===== config.mk =====
export PLATFORM = sky130hd
export DESIGN_NAME = shuffle_buffer_flat
export DESIGN_NICKNAME = d
export VERILOG_FILES = /design/src/rtl/shuffle_buffer_if.sv /design/src/rtl/shuffle_buffer.sv /design/src/flat_wrapper.sv
export SDC_FILE = /design/constraint.sdc
export NUM_CORES = 1
export LEC_CHECK = 0
export ABC_AREA = 1
export CAP_MARGIN = 30
export CORE_MARGIN = 2
export CORE_UTILIZATION = 40
export DETAILED_ROUTE_END_ITERATION = 10
export PLACE_DENSITY = 0.68
export SLEW_MARGIN = 20
export SYNTH_ARGS = -nofsm -noshare
export SYNTH_HDL_FRONTEND = slang
export SYNTH_SLANG_ARGS = --single-unit
export TNS_END_PERCENT = 100

===== constraint.sdc =====
create_clock -name clk -period 4.86 [get_ports clk]
set_input_delay 0.972 -clock clk [delete_from_list [all_inputs] [get_ports clk]]
set_output_delay 0.972 -clock clk [all_outputs]
set_load 0.02 [all_outputs]

===== src/rtl/shuffle_buffer_if.sv =====
// shuffle_buffer_if: handshake and control bundle of the shuffle buffer.
// Upstream write, downstream read, pick request and slot-status signals.
interface shuffle_buffer_if #(
  parameter int BS = 16,
  parameter int DW = 32
);
  localparam int IW = $clog2(BS);

  logic          in_valid;
  logic [DW-1:0] in_data;
  logic          in_ready;
  logic          flush;
  logic [BS-1:0] cand_list;
  logic          start;
  logic [IW-1:0] buffer_index;
  logic          out_valid;
  logic [DW-1:0] out_data;
  logic          out_ready;
  logic [IW:0]   occ;

  modport slave (
    input  in_valid, in_data, flush,
    input  buffer_index, out_ready,
    output in_ready, cand_list, start,
    output out_valid, out_data, occ
  );

  modport master (
    output in_valid, in_data, flush,
    output buffer_index, out_ready,
    input  in_ready, cand_list, start,
    input  out_valid, out_data, occ
  );
endinterface


===== src/rtl/shuffle_buffer.sv =====
// shuffle_buffer: slot store feeding a random-pick mapping table.
// Ports: clk, rst (sync, active-low), bus (shuffle_buffer_if.slave);
// with SHUF_RETRY_STATS_EN also retry_cnt[15:0] and retry_cnt_sat.
module shuffle_buffer #(
  parameter int BS     = 16,
  parameter int DW     = 32,
  parameter int THRESH = 8
) (
  input  logic clk,
  input  logic rst,
  shuffle_buffer_if.slave bus
`ifdef SHUF_RETRY_STATS_EN
  ,
  output logic [15:0] retry_cnt,
  output logic        retry_cnt_sat
`endif
);
  localparam int IW = $clog2(BS);

  typedef enum logic [2:0] {
    IDLE, REQ, WAIT, LOAD, OUT
  } state_t;

  state_t state, state_nxt;

  logic [DW-1:0] mem [BS];
  logic [BS-1:0] mask;
  logic [BS-1:0] mask_nxt;
  logic [BS-1:0] wr_oh;
  logic [BS-1:0] rel_oh;
  logic [IW:0]   occ_q;
  logic [IW-1:0] sel;
  logic [IW-1:0] free_idx;
  logic [DW-1:0] dout;
  logic          ready;
  logic          wr;
  logic          rel;
  logic          hit;
  logic          load_hit;
  logic          miss;
  logic          start_c;
  logic          oval_c;
  logic          go;

  assign ready = occ_q != (IW+1)'(BS);
  assign wr    = bus.in_valid && ready;
  assign rel   = (state == OUT) && bus.out_ready;
  assign hit   = mask[bus.buffer_index];
  assign go    = (occ_q >= (IW+1)'(THRESH)) ||
                 (bus.flush && occ_q != '0);

  // lowest free slot, taken from the pre-edge mask
  always_comb begin
    free_idx = '0;
    for (int i = BS - 1; i >= 0; i--)
      if (!mask[i]) free_idx = IW'(i);
  end

  // write and release slots never coincide:
  // one is clear, the other is set
  always_comb begin
    wr_oh           = '0;
    rel_oh          = '0;
    wr_oh[free_idx] = wr;
    rel_oh[sel]     = rel;
    mask_nxt        = (mask | wr_oh) & ~rel_oh;
  end

  always_comb begin
    state_nxt = state;
    start_c   = 1'b0;
    oval_c    = 1'b0;
    load_hit  = 1'b0;
    miss      = 1'b0;
    unique case (state)
      IDLE: if (go) state_nxt = REQ;
      REQ: begin
        start_c   = 1'b1;
        state_nxt = WAIT;
      end
      WAIT: state_nxt = LOAD;
      LOAD: begin
        if (hit) begin
          load_hit  = 1'b1;
          state_nxt = OUT;
        end else begin
          miss      = 1'b1;
          state_nxt = REQ;
        end
      end
      OUT: begin
        oval_c = 1'b1;
        if (bus.out_ready) state_nxt = IDLE;
      end
      default: state_nxt = IDLE;
    endcase
  end

  always_ff @(posedge clk) begin
    if (!rst) begin
      state <= IDLE;
      mask  <= '0;
      occ_q <= '0;
      sel   <= '0;
      dout  <= '0;
    end else begin
      state <= state_nxt;
      mask  <= mask_nxt;
      occ_q <= occ_q + {{IW{1'b0}}, wr}
                     - {{IW{1'b0}}, rel};
      if (load_hit) begin
        dout <= mem[bus.buffer_index];
        sel  <= bus.buffer_index;
      end
    end
  end

  always_ff @(posedge clk) begin
    if (wr) mem[free_idx] <= bus.in_data;
  end

`ifdef SHUF_RETRY_STATS_EN
  always_ff @(posedge clk) begin
    if (!rst)
      retry_cnt <= '0;
    else if (miss && !retry_cnt_sat)
      retry_cnt <= retry_cnt + 16'd1;
  end

  assign retry_cnt_sat = retry_cnt == 16'hFFFF;
`endif

  assign bus.in_ready  = ready;
  assign bus.cand_list = mask;
  assign bus.occ       = occ_q;
  assign bus.start     = start_c;
  assign bus.out_valid = oval_c;
  assign bus.out_data  = dout;
endmodule


===== src/flat_wrapper.sv =====
// flat-port wrapper written by rule: the top's interface ports become plain ports
module shuffle_buffer_flat 
#(
  parameter int BS     = 16,
  parameter int DW     = 32,
  parameter int THRESH = 8
)
  (clk, rst, bus_in_valid, bus_in_data, bus_flush, bus_buffer_index, bus_out_ready, bus_in_ready, bus_cand_list, bus_start, bus_out_valid, bus_out_data, bus_occ);
  shuffle_buffer_if #(.BS(BS), .DW(DW)) bus_i ();
  input  logic clk;
  input  logic rst;
  input wire logic [$bits(bus_i.in_valid)-1:0] bus_in_valid;
  input wire logic [$bits(bus_i.in_data)-1:0] bus_in_data;
  input wire logic [$bits(bus_i.flush)-1:0] bus_flush;
  input wire logic [$bits(bus_i.buffer_index)-1:0] bus_buffer_index;
  input wire logic [$bits(bus_i.out_ready)-1:0] bus_out_ready;
  output wire logic [$bits(bus_i.in_ready)-1:0] bus_in_ready;
  output wire logic [$bits(bus_i.cand_list)-1:0] bus_cand_list;
  output wire logic [$bits(bus_i.start)-1:0] bus_start;
  output wire logic [$bits(bus_i.out_valid)-1:0] bus_out_valid;
  output wire logic [$bits(bus_i.out_data)-1:0] bus_out_data;
  output wire logic [$bits(bus_i.occ)-1:0] bus_occ;
  assign bus_i.in_valid = bus_in_valid;
  assign bus_i.in_data = bus_in_data;
  assign bus_i.flush = bus_flush;
  assign bus_i.buffer_index = bus_buffer_index;
  assign bus_i.out_ready = bus_out_ready;
  assign bus_in_ready = bus_i.in_ready;
  assign bus_cand_list = bus_i.cand_list;
  assign bus_start = bus_i.start;
  assign bus_out_valid = bus_i.out_valid;
  assign bus_out_data = bus_i.out_data;
  assign bus_occ = bus_i.occ;
  shuffle_buffer #(.BS(BS), .DW(DW), .THRESH(THRESH)) u_core (.clk(clk), .rst(rst), .bus(bus_i));
endmodule

==> impl_metrics.env, run 1 <==
export IMPL_status="finished, final reports clean"
export IMPL_holdBufCountCts=0
export IMPL_syn_instance_count=1809
export IMPL_wl_um=58700
export IMPL_fmax_mhz=313
export IMPL_pwr_share_comb_pct=8.6
export IMPL_die_area_mm2=0.0583
export IMPL_dp_slack_ns=1.12
export IMPL_clkTransAtPathRegs_ns=0.06
export IMPL_yosysWarningCount=0
export IMPL_static_leakage_power_nw=8.39
export IMPL_worstPathMaxFanout=81
export IMPL_first_iter_violations=1808
export IMPL_routed_via_density=5.66
export IMPL_overflow=0
export IMPL_ctsResizeCount=0
export IMPL_critPathLaunchType="primary input"
export IMPL_synth_edf_count=512
export IMPL_peakVddDrop_uv=264
export IMPL_hp_class="flip-flop to flip-flop"
export IMPL_async_flop_share_pct=0
export IMPL_r2r_start="u_core.bus.cand_list[15]"
export IMPL_vias=15100
export IMPL_area_growth_pct=15.6
export IMPL_pwr_share_seq_pct=51.7
export IMPL_port_buffers=96
export IMPL_nFillCells=4892
export IMPL_core_area_mm2=0.0561
export IMPL_layoutNonFillerInstCount=2675
export IMPL_antenna_found_initial=1
export IMPL_rows=87
export IMPL_ant_nets=0
export IMPL_grt_max_degree=93
export IMPL_skew_ns=0.0113
export IMPL_utilization_pct=46.5
export IMPL_synth_top_area_cell="edfxtp_1"
export IMPL_ys_seq_elements=572
export IMPL_synth_fp_nets=1859
export IMPL_globalRouteTotalUtil_pct=20.1
export IMPL_fin_nets=1922
export IMPL_setup_viol=0
export IMPL_hpwl_um=31400
export IMPL_startpoint="bus_buffer_index[1]"
export IMPL_switchingPower_mw=2.52
export IMPL_power_share_clock_pct=39.7
export IMPL_end_kind="flip-flop"
export IMPL_start_util_pct=40.2
export IMPL_finalInstanceArea_mm2=0.0261
export IMPL_post_drt_wl_per_cell_um=21.9
export IMPL_p_int_mw=8.25
export IMPL_synthDistinctLibCells=36
export IMPL_gp_congestion=0.914
export IMPL_yosysTopAreaCellShare_pct=68.2
export IMPL_synth_area_leaders="edfxtp_1 68%, o21ai_0 7.4%, nor2_1 6.4%"
export IMPL_min_from="u_core.bus.out_data[7]"
export IMPL_holdWs_ns=0.519
export IMPL_required_ns=5.41
export IMPL_power_total_mw=10.8
export IMPL_drive_above_1_share_pct=7.87
export IMPL_cts_buffers=55
export IMPL_cts_max_level=2
export IMPL_seqCellArea_mm2=0.0166
export IMPL_layout_min_cycle_time_ns=3.20
export IMPL_ys_flop_type="edfxtp_1"
export IMPL_crit_arrival_ns=3.75
export IMPL_clock_sinks=572
export IMPL_ys_seq_area_share_pct=73.6
export IMPL_cts_root_buf="clkbuf_16"
export IMPL_syn_cell_area_mm2=0.0225
export IMPL_swShare_pct=23.4
export IMPL_min_period_over_period_pct=65.8
export IMPL_first_global_vias=14600
export IMPL_tightestPinTransition_ns=0.978
export IMPL_n_antenna_cell=0
export IMPL_syn_avg_cell_area_um2=12.5
export IMPL_yosysMostFrequentCell="edfxtp_1"
export IMPL_synth_common_cells="512 x edfxtp_1, 387 x nor2_1, 335 x o21ai_0, 139 x o22ai_1, 65 x clkbuf_1"
export IMPL_power_density_mw_per_mm2=413
export IMPL_cts_path_max_buffers=3
export IMPL_grt_pass1_wl_um=88300
export IMPL_ios=97
export IMPL_die_x_um=241
export IMPL_dpl_cell_count=2569
export IMPL_tns_ns=0
export IMPL_hold_viol=0
export IMPL_maxSlewHeadroom_pct=34.7
export IMPL_fin_ws_ns=1.66
export IMPL_slew_viol_final=0
export IMPL_worstSkewPairLatency_ns=0.62
export IMPL_cap_viol_max_count=0
export IMPL_multi_input_area_mm2=0.00519
export IMPL_postCtsSetupRepairBufs=0
export IMPL_drc_errors=0
export IMPL_fp_dieH_um=241
export IMPL_cts_tree="built"
export IMPL_rsz0062_at_grt="false"
export IMPL_place_area_mm2=0.0242
export IMPL_first_pass_iters=5
export IMPL_crit_type="primary input to flip-flop"
power groups by stage:
stage	Clock (mW)	Combinational (mW)	Sequential (mW)
global placement	0	0.889	5.67
detailed placement	0	0.915	5.68
floorplan	0	0.515	5.70
global route	4.55	1.02	5.58
CTS	4.33	0.919	5.57
finish	4.28	0.921	5.57
path summary, 6_finish.rpt:
path | end | slack, ns | cells past startpoint
worst min register to register | u_core.bus.out_data[7] | 0.52 | 2
worst max-delay path | u_core.bus.out_data[30] | 1.66 | 10
worst max register to register | u_core.mem[8][16] | 1.75 | 19
worst min-delay path | u_core.bus.out_data[7] | 0.52 | 2
metal layers:
metal,GRT usage (%),part of all wire [%]
met5,0,0
met4,6.12,2.5
met3,4.42,9.5
met2,31.9,46
met1,27.7,42
area by class of cell:
class	instances	area share [%]
multi-input cells	1053	19.9
flip-flops and latches	572	63.6
clock inverters	21	0.730
inverters	63	0.941
well taps	756	3.63
repair buffers	127	4.96
clock buffers	83	6.19
cell families (layout without fill, tap and decap cells):
group | Yosys count | count (layout) | share of synthesized area [%]
adder cells (fa/ha/maj) | 9 | 9 | 0.533
buffers and inverters | 184 | 294 | 3.50
AO/OA/AOI/OAI | 573 | 573 | 14.0
flip-flops | 572 | 572 | 73.6
AND/OR/NAND/NOR | 471 | 471 | 8.42
registers in the layout, indices dropped and copies added, names as in the netlist:
name	cells
u_core.mem	512
u_core.bus.out_data	32
u_core.bus.cand_list	16
u_core.bus.occ	5
u_core.sel	4
u_core.state	3
worst max-delay path, stage by stage:
cell and delay (ns):
buf_4 0.30, clkinv_2 0.17, buf_4 0.75, buf_4 0.60, o21ai_0 0.21, o22ai_1 0.19, nor2_1 0.07, o22ai_1 0.21
nor2_1 0.06, nor2_1 0.14
placed cells by master (no fill, tap or decap), types with 2 or more instances in the layout:
cell type	synthesis	layout
a211oi_1	2	2
a21oi_1	33	33
a31oi_1	5	5
buf_12	0	6
buf_16	0	2
buf_2	42	3
buf_4	10	24
bufinv_16	0	3
clkbuf_1	65	16
clkbuf_16	0	56
clkbuf_8	0	11
clkdlybuf4s50_1	0	91
clkinv_1	0	6
clkinv_2	0	10
dfxtp_1	60	60
edfxtp_1	512	512
ha_1	8	8
inv_1	58	45
inv_2	5	15
inv_6	0	2
nand2_1	29	29
nand2_2	3	3
nand3_1	27	27
nand4_1	9	9
nor2_1	387	386
nor2_2	3	2
nor2_4	0	2
nor3_1	6	5
nor3_2	2	2
o211ai_1	11	11
o21a_1	2	2
o21ai_0	335	335
o21ai_1	29	29
o221ai_1	10	10
o22ai_1	139	139
o32ai_1	6	6
Note: power is estimated with default switching activity, not from simulation.
==> inputs of run 2 (changes only) <==
- clock period: 4.86 -> 3 ns (I/O delays scaled with it)
==> run 2 against run 1 <==
  * Non-clock buffer count rose by 5
  * Combinational power rose by 69%
  * Cell area rose by 0.19%
  * Sequential power rose by 62%
  * Flip-flop and latch count did not move
  * First-iteration DRC count rose by 2.9%
  * Highest routed layer is now met5
==> impl_metrics.env, run 2 (synthesis gave the netlist of run 1 again) <==
export IMPL_min_period_over_period_pct=86.8
export IMPL_power_total_mw=17.0
export IMPL_hold_depth=3
export IMPL_rsz0062_at_grt="false"
export IMPL_static_leakage_power_nw=8.36
export IMPL_wl_um=58800
export IMPL_cts_tree="built"
export IMPL_holdPathEnd="u_core.sel[0]"
export IMPL_finalInstanceArea_mm2=0.0261
export IMPL_ant_nets=0
export IMPL_post_drt_wl_per_cell_um=22.0
export IMPL_tightestPinTransition_ns=0.983
export IMPL_port_buffers=96
export IMPL_globalRouteTotalUtil_pct=20.1
export IMPL_maxSlewHeadroom_pct=34.4
export IMPL_slew_viol_final=0
export IMPL_first_iter_violations=1860
export IMPL_drc_errors=0
export IMPL_crit_type="flip-flop to output port"
export IMPL_peakVddDrop_uv=417
export IMPL_multi_input_area_mm2=0.00520
export IMPL_clock_sinks=572
export IMPL_die_area_mm2=0.0583
export IMPL_hp_class="primary input to flip-flop"
export IMPL_routed_via_density=5.64
export IMPL_end_kind="output port"
export IMPL_drive_above_1_share_pct=7.60
export IMPL_final_cell_mix="512 x edfxtp_1, 386 x nor2_1, 335 x o21ai_0"
export IMPL_final_common_cell="edfxtp_1"
export IMPL_grt_max_degree=199
export IMPL_fmax_mhz=384
export IMPL_worstSkewPairLatency_ns=0.62
export IMPL_cts_max_level=2
export IMPL_hold_viol=0
export IMPL_area_growth_pct=15.8
export IMPL_cts_root_buf="clkbuf_16"
export IMPL_fp_dieH_um=241
export IMPL_crit_arrival_ns=2.00
export IMPL_ios=97
export IMPL_setup_viol=0
export IMPL_holdWs_ns=0.442
export IMPL_cap_viol_max_count=0
export IMPL_skew_ns=0.0276
export IMPL_ff2ff_path_depth=14
export IMPL_first_global_vias=14500
export IMPL_worstPathMaxFanout=3
export IMPL_utilization_pct=46.6
export IMPL_antenna_found_initial=4
export IMPL_holdBufCountCts=0
export IMPL_status="finished, final reports clean"
export IMPL_largest_register_ffs=512
export IMPL_cts_path_max_buffers=3
export IMPL_power_density_mw_per_mm2=649
export IMPL_critPathLaunchType="flip-flop"
export IMPL_place_area_mm2=0.0245
export IMPL_clkTransAtPathRegs_ns=0.07
export IMPL_top_register="u_core.mem"
export IMPL_min_from="bus_buffer_index[0]"
export IMPL_hpwl_um=28800
export IMPL_cts_buffers=55
export IMPL_layout_min_cycle_time_ns=2.60
export IMPL_rows=87
export IMPL_required_ns=2.40
export IMPL_seqCellArea_mm2=0.0166
export IMPL_die_x_um=241
export IMPL_ctsResizeCount=0
export IMPL_rrSetupSlack_ns=0.44
export IMPL_r2r_start="u_core.state[0]"
export IMPL_nFillCells=4923
export IMPL_start_util_pct=40.2
export IMPL_postCtsSetupRepairBufs=0
export IMPL_vias=15100
export IMPL_core_area_mm2=0.0561
export IMPL_first_pass_iters=5
export IMPL_tns_ns=0
export IMPL_r2r_end="u_core.bus.occ[4]"
export IMPL_fin_nets=1927
export IMPL_grt_pass1_wl_um=87600
export IMPL_gp_congestion=0.860
export IMPL_overflow=0
[run 2: cell types whose count changed in the layout (fill, tap and decap cells not counted), moves of 2 or more]
cell | previous run | this run
buf_12 | 6 | 24
clkbuf_1 | 16 | 22
buf_4 | 24 | 13
buf_16 | 2 | 0
bufinv_16 | 3 | 0
clkbuf_8 | 11 | 1
[run 2: worst max path at each step]
stage                     depth (start not counted)           endpoint                startpoint  slack (ns)
after global placement                           12  u_core.bus.occ[4]             bus_out_ready        0.13
after CTS                                         4       bus_in_ready         u_core.bus.occ[2]        0.35
after floorplan                                   7  u_core.mem[11][0]         u_core.bus.occ[2]       -0.19
final                                             4       bus_in_ready         u_core.bus.occ[2]        0.40
after detailed placement                         12  u_core.bus.occ[4]             bus_out_ready        0.09
after global routing                             19  u_core.mem[4][31]  u_core.bus.cand_list[15]        0.21
[run 2: through the flow]
| step | worst slack (ns) | std cells |
|---|---|---|
| floorplan | -0.189 | 1809 |
| global placement | 0.131 | 2576 |
| detailed placement | 0.0875 | 2576 |
| CTS | 0.351 | 2677 |
| global route | 0.206 | 2678 |
| finish | 0.395 | 2678 |
[run 2: area by class of cell]
type                            count  area share (%)
Sequential cell                   572            63.5
Multi-Input combinational cell   1053            19.9
Timing Repair Buffer              132            5.80
Clock buffer                       79            5.74
Tap cell                          756            3.62
Inverter                           63           0.930
Clock inverter                     22           0.484
Antenna cell                        1         0.00958
[run 2: power by group]
part	internal [mW]	total [mW]	switching, mW	leakage (nW)
sequential	8.91	9.01	0.101	5.11
clock	3.47	6.38	2.91	0.794
combinational	0.516	1.56	1.04	2.46
[run 2: routing by layer]
layer / track usage [%] / wire length, um
met1: 27.8 / 24800
met2: 31.9 / 27500
met3: 3.63 / 5150
met4: 6.88 / 1380
met5: 0 / 13
[run 2: worst max-delay path, cell delays in order (launching register included)]
cell and delay (ns):
dfxtp_1 0.36, inv_1 0.09, ha_1 0.21, nand3_1 0.11, clkdlybuf4s50_1 0.61
